$ cat src/rtl/matmul_result_drain.sv
// matmul_result_drain: buffers 2x2 result sets from the multiplier in a small
// FIFO and streams each set as four DATA_W words (c00, c01, c10, c11) over a
// valid/ready interface. Sets arriving while the FIFO is full are dropped and
// counted in a saturating counter with a sticky error flag.
module matmul_result_drain #(
  parameter int DATA_W = 16,
  parameter int DEPTH  = 2,
  parameter int CNT_W  = 8
) (
  input  logic              clk,
  input  logic              rst_n,
  input  logic [DATA_W-1:0] c00,
  input  logic [DATA_W-1:0] c01,
  input  logic [DATA_W-1:0] c10,
  input  logic [DATA_W-1:0] c11,
  input  logic              done,
  input  logic              overflow,
  input  logic              clr_err,
  output logic              out_valid,
  input  logic              out_ready,
  output logic [DATA_W-1:0] out_data,
  output logic [1:0]        out_idx,
  output logic              out_last,
  output logic              out_ovf,
  output logic              busy,
  output logic              drop_err,
  output logic [CNT_W-1:0]  drop_cnt
);

  localparam int PTR_W = (DEPTH > 1) ? $clog2(DEPTH) : 1;
  localparam logic [PTR_W:0] DEPTH_C = (PTR_W+1)'(DEPTH);

  // Result-set storage; contents are only observed while the FIFO is non-empty,
  // so the array itself carries no reset.
  logic [DATA_W-1:0] r_mem_d   [DEPTH][4];
  logic              r_mem_ovf [DEPTH];

  logic [PTR_W-1:0]  r_wr_ptr;
  logic [PTR_W-1:0]  r_rd_ptr;
  logic [PTR_W:0]    r_count;
  logic [1:0]        r_idx;
  logic              r_drop_err;
  logic [CNT_W-1:0]  r_drop_cnt;

  logic w_busy;
  logic w_hs;
  logic w_pop;
  logic w_space;
  logic w_push;
  logic w_drop;

  // Saturating increment for the drop counter.
  function automatic logic [CNT_W-1:0] sat_inc(input logic [CNT_W-1:0] v);
    if (v == {CNT_W{1'b1}}) return v;
    else return v + CNT_W'(1);
  endfunction

  assign w_busy  = (r_count != '0);
  assign w_hs    = w_busy & out_ready;
  assign w_pop   = w_hs & (r_idx == 2'd3);
  // A full FIFO still accepts a set when the head's last word leaves this cycle.
  assign w_space = (r_count < DEPTH_C) | w_pop;
  assign w_push  = done & w_space;
  assign w_drop  = done & ~w_space;

  // Capture a result set into the slot at the write pointer.
  always_ff @(posedge clk) begin
    if (w_push) begin
      r_mem_d[r_wr_ptr][0] <= c00;
      r_mem_d[r_wr_ptr][1] <= c01;
      r_mem_d[r_wr_ptr][2] <= c10;
      r_mem_d[r_wr_ptr][3] <= c11;
      r_mem_ovf[r_wr_ptr]  <= overflow;
    end
  end

  // FIFO pointers, occupancy and the element index of the head set.
  always_ff @(posedge clk or negedge rst_n) begin
    if (!rst_n) begin
      r_wr_ptr <= '0;
      r_rd_ptr <= '0;
      r_count  <= '0;
      r_idx    <= '0;
    end else begin
      if (w_push) r_wr_ptr <= r_wr_ptr + PTR_W'(1);
      if (w_pop)  r_rd_ptr <= r_rd_ptr + PTR_W'(1);
      r_count <= r_count + (PTR_W+1)'(w_push) - (PTR_W+1)'(w_pop);
      if (w_hs)   r_idx <= r_idx + 2'd1;
    end
  end

  // Drop bookkeeping; a drop in the same cycle as a clear restarts the count at one.
  always_ff @(posedge clk or negedge rst_n) begin
    if (!rst_n) begin
      r_drop_err <= 1'b0;
      r_drop_cnt <= '0;
    end else if (w_drop) begin
      r_drop_err <= 1'b1;
      r_drop_cnt <= clr_err ? CNT_W'(1) : sat_inc(r_drop_cnt);
    end else if (clr_err) begin
      r_drop_err <= 1'b0;
      r_drop_cnt <= '0;
    end
  end

  // Stream outputs come straight from registered state, gated to zero when empty.
  always_comb begin
    out_valid = w_busy;
    busy      = w_busy;
    out_idx   = r_idx;
    out_last  = w_busy & (r_idx == 2'd3);
    out_data  = w_busy ? r_mem_d[r_rd_ptr][r_idx] : '0;
    out_ovf   = w_busy & r_mem_ovf[r_rd_ptr];
    drop_err  = r_drop_err;
    drop_cnt  = r_drop_cnt;
  end

endmodule
$ cat config.mk
export PLATFORM = sky130hd
export DESIGN_NAME = matmul_result_drain
export DESIGN_NICKNAME = d
export VERILOG_FILES = /design/src/rtl/matmul_result_drain.sv
export SDC_FILE = /design/constraint.sdc
export NUM_CORES = 1
export LEC_CHECK = 0
export ABC_AREA = 1
export BUFFER_PORTS_ARGS = -buffer_cell sky130_fd_sc_hd__buf_4
export CAP_MARGIN = 20
export CORE_MARGIN = 1.5
export CORE_UTILIZATION = 56
export DETAILED_ROUTE_END_ITERATION = 6
export PLACE_DENSITY = 0.79
export SLEW_MARGIN = 25
export SYNTH_ARGS = -nofsm -noshare
export SYNTH_HDL_FRONTEND = slang
export SYNTH_SLANG_ARGS = --single-unit
export TNS_END_PERCENT = 30
$ cat constraint.sdc
create_clock -name clk -period 6 [get_ports clk]
set_clock_uncertainty 0.15 [all_clocks]
set_input_delay 0.9 -clock clk [delete_from_list [all_inputs] [get_ports clk]]
set_output_delay 0.9 -clock clk [all_outputs]
set_load 0.05 [all_outputs]
==> metrics <==
status=finished clean; Worst Setup Slack, final=1.66 ns; Port Buffer Count=100; Tot GR Track Use=approximately a quarter; global placer's final weighted congestion=0.865; CTS resizes=0; # nets final=700; leading area contributor after synthesis=edfxtp_1; share of layout cells above drive strength 1=between 20% and 30%; syn_nets=602; top-area cell type share of the netlist area=64.8%; peak supply drop=around 640 uV; CTS tree=built; worst hold path type=in2async; chip width=around 110 um; largest cells by area after synthesis=edfxtp_1 (65%), nor2_1 (9.7%), dfrtp_1 (6.2%); RSZ-0062 raised after global routing=no; most frequent cells in the layout=nor2_1 (154), edfxtp_1 (130), buf_4 (104), nand2_1 (51), o21ai_1 (48); synthesized flop and latch total=around 150; Syn Inst Count=529; # hold bufs at CTS=0; CP Cell Sequence=clkinv_2, o21ai_0, nand3_1, nand2_1, nor2_1, buf_4; Clock Tree Buf Depth=2; Slew Limit Fails=0; post-DP HPWL=8000 um; H-tree depth=4; worst setup path class=reg2out; warnings from Yosys=0; pre-CTS setup slack=~2.4 ns; CP max-delay cell=clkinv_2; vias in the first global route=between 4000 and 5000; pwr/cell area=574 mW/mm2; Die Height=approximately 110 um; Post-Route WL=13100 um; Fmax=~230 MHz; hold_ws=roughly 0.075 ns; WL/cell=about 17 um; CTS sink count=~150; worst path arrival time=3.29 ns; Core Area=roughly 0.010 mm2; clock latency on the worst-skew pair=0.52 ns; row count=37; Rel. slew slack=37.5%; area of the die=0.0114 mm2; post-synthesis sequential area ratio=between 70% and 80%; initial core utilization=around three fifths; antenna-violating nets left=0; worst slew pin tran=approximately 0.94 ns; clock root buffer=clkbuf_8; syn avg cell area=roughly 11 um2; P&R area growth vs syn=23.2%; initial antenna violation count=0; I/O Pins=a little over 100; first-pass GRT wire length=between 20000 and 25000 um; DR iter-0 viols=between 300 and 400; # setup viols final=0; startpoint types=flip-flop; vias per cell=~5.5; post-CTS setup buffer count=0; Worst-path clk slew=roughly 0.060 ns; Critical Path End Type=primary output; Leak=2.90 nW; total of max-cap violations=0; number of synthesized flops with an enable pin=130; Fin Setup TNS=0 ns; async set-or-reset flop fraction in the synthesized netlist=between 10% and 20%; DRC=0; Detailed Routing Iterations Pass 1=5; Worst Path Required=4.95 ns; Final Critical Period=4.34 ns; overflow left after global routing=0; vias=around 4200; largest net degree at the start of global routing=67; critical path peak fanout=66; Final Hold Fails=0; distinct cell type count after synthesis=24; CP max stage delay=around 0.90 ns; Mapped Area=about 0.006 mm2; commonest non-fill, non-tap cell in the layout=nor2_1; CTS buffer count=17; antenna cells=0; Main synth FF type=edfxtp_1; Final Cycle Share=72.4%
kinds of logic (layout without fill, tap and decap cells):
kind of cell | count (synthesis) | in the layout | share of synthesized area [%]
XOR/XNOR | 4 | 4 | 0.582
multiplexers | 1 | 1 | 0.187
AO/OA/AOI/OAI | 91 | 91 | 7.67
adder cells (fa/ha/maj) | 3 | 3 | 0.623
AND/OR/NAND/NOR | 237 | 237 | 15.5
flip-flops | 145 | 145 | 71.0
buffers and inverters | 48 | 159 | 4.38
cells in the mapped netlist (3+ instances only):
| master | number |
|---|---|
| nor2_1 | 156 |
| ha_1 | 3 |
| nand2_1 | 51 |
| inv_1 | 17 |
| o21ai_1 | 48 |
| buf_4 | 5 |
| dfrtp_1 | 15 |
| buf_2 | 4 |
| o21ai_0 | 40 |
| nand3_1 | 23 |
| buf_6 | 8 |
| nand4_1 | 5 |
| clkbuf_1 | 9 |
| edfxtp_1 | 130 |
| inv_2 | 4 |
| xor2_1 | 3 |
report_power, final:
part | internal, mW | leakage (nW) | switching (mW)
sequential | 1.35 | 1.39 | 0.132
combinational | 0.493 | 1.23 | 1.24
clock | 0.669 | 0.280 | 0.375
flip-flops by register name, indices dropped and copies added, names as in the netlist:
signal and count:
out_idx 2, r_rd_ptr 1, r_mem_ovf 2, drop_err 1, r_mem_d 128, r_count 2, drop_cnt 8, r_wr_ptr 1
critical path: cells and delay by family, from the launching register on:
family                 cells  cell delay, ns
buffers and inverters      2            1.09
flip-flops                 1            0.86
AND/OR/NAND/NOR            3            0.33
AO/OA/AOI/OAI              1            0.47
routing by layer:
layer / part of all wire [%] / up-vias / track usage (%)
met5: 0 / - / 0
met4: 1.5 / 0 / 7.33
met3: 6.5 / 20 / 6.08
met2: 51 / 158 / 41.1
met1: 41 / 2046 / 30.8
li1: - / 2024 / -
cell type report:
| cell class | count | area (um2) |
|---|---|---|
| Inverter | 22 | 83.8 |
| Multi-Input combinational cell | 336 | 1500 |
| Timing Repair Buffer | 105 | 801 |
| Sequential cell | 145 | 4280 |
| Fill cell | 708 | 2950 |
| Tap cell | 136 | 170 |
| Clock buffer | 20 | 425 |
| Clock inverter | 12 | 165 |
worst paths after layout:
check | start | end | slack (ns) | cells past startpoint
worst max-delay path | r_rd_ptr | out_data[7] | 1.66 | 6
worst min-delay path | rst_n | drop_cnt[2] | 0.07 | 1
worst max register to register | out_idx[0] | r_mem_d[0][20] | 3.23 | 6
worst min register to register | drop_err | drop_err | 0.34 | 2
max in group asynchronous | rst_n | r_rd_ptr | 5.43 | 1
min in group clk | drop_err | drop_err | 0.34 | 2
stage by stage:
stage	cells	utilization, %	cell area (um2)	power, mW
after CTS	776	71.6	7420	4.27
final	776	71.6	7420	4.26
after global routing	776	71.6	7420	4.47
after floorplan	529	-	6020	2.76
after detailed placement	744	65.9	6830	3.22
after global placement	743	65.7	6810	3.18
(Power assumes the default switching activity.)
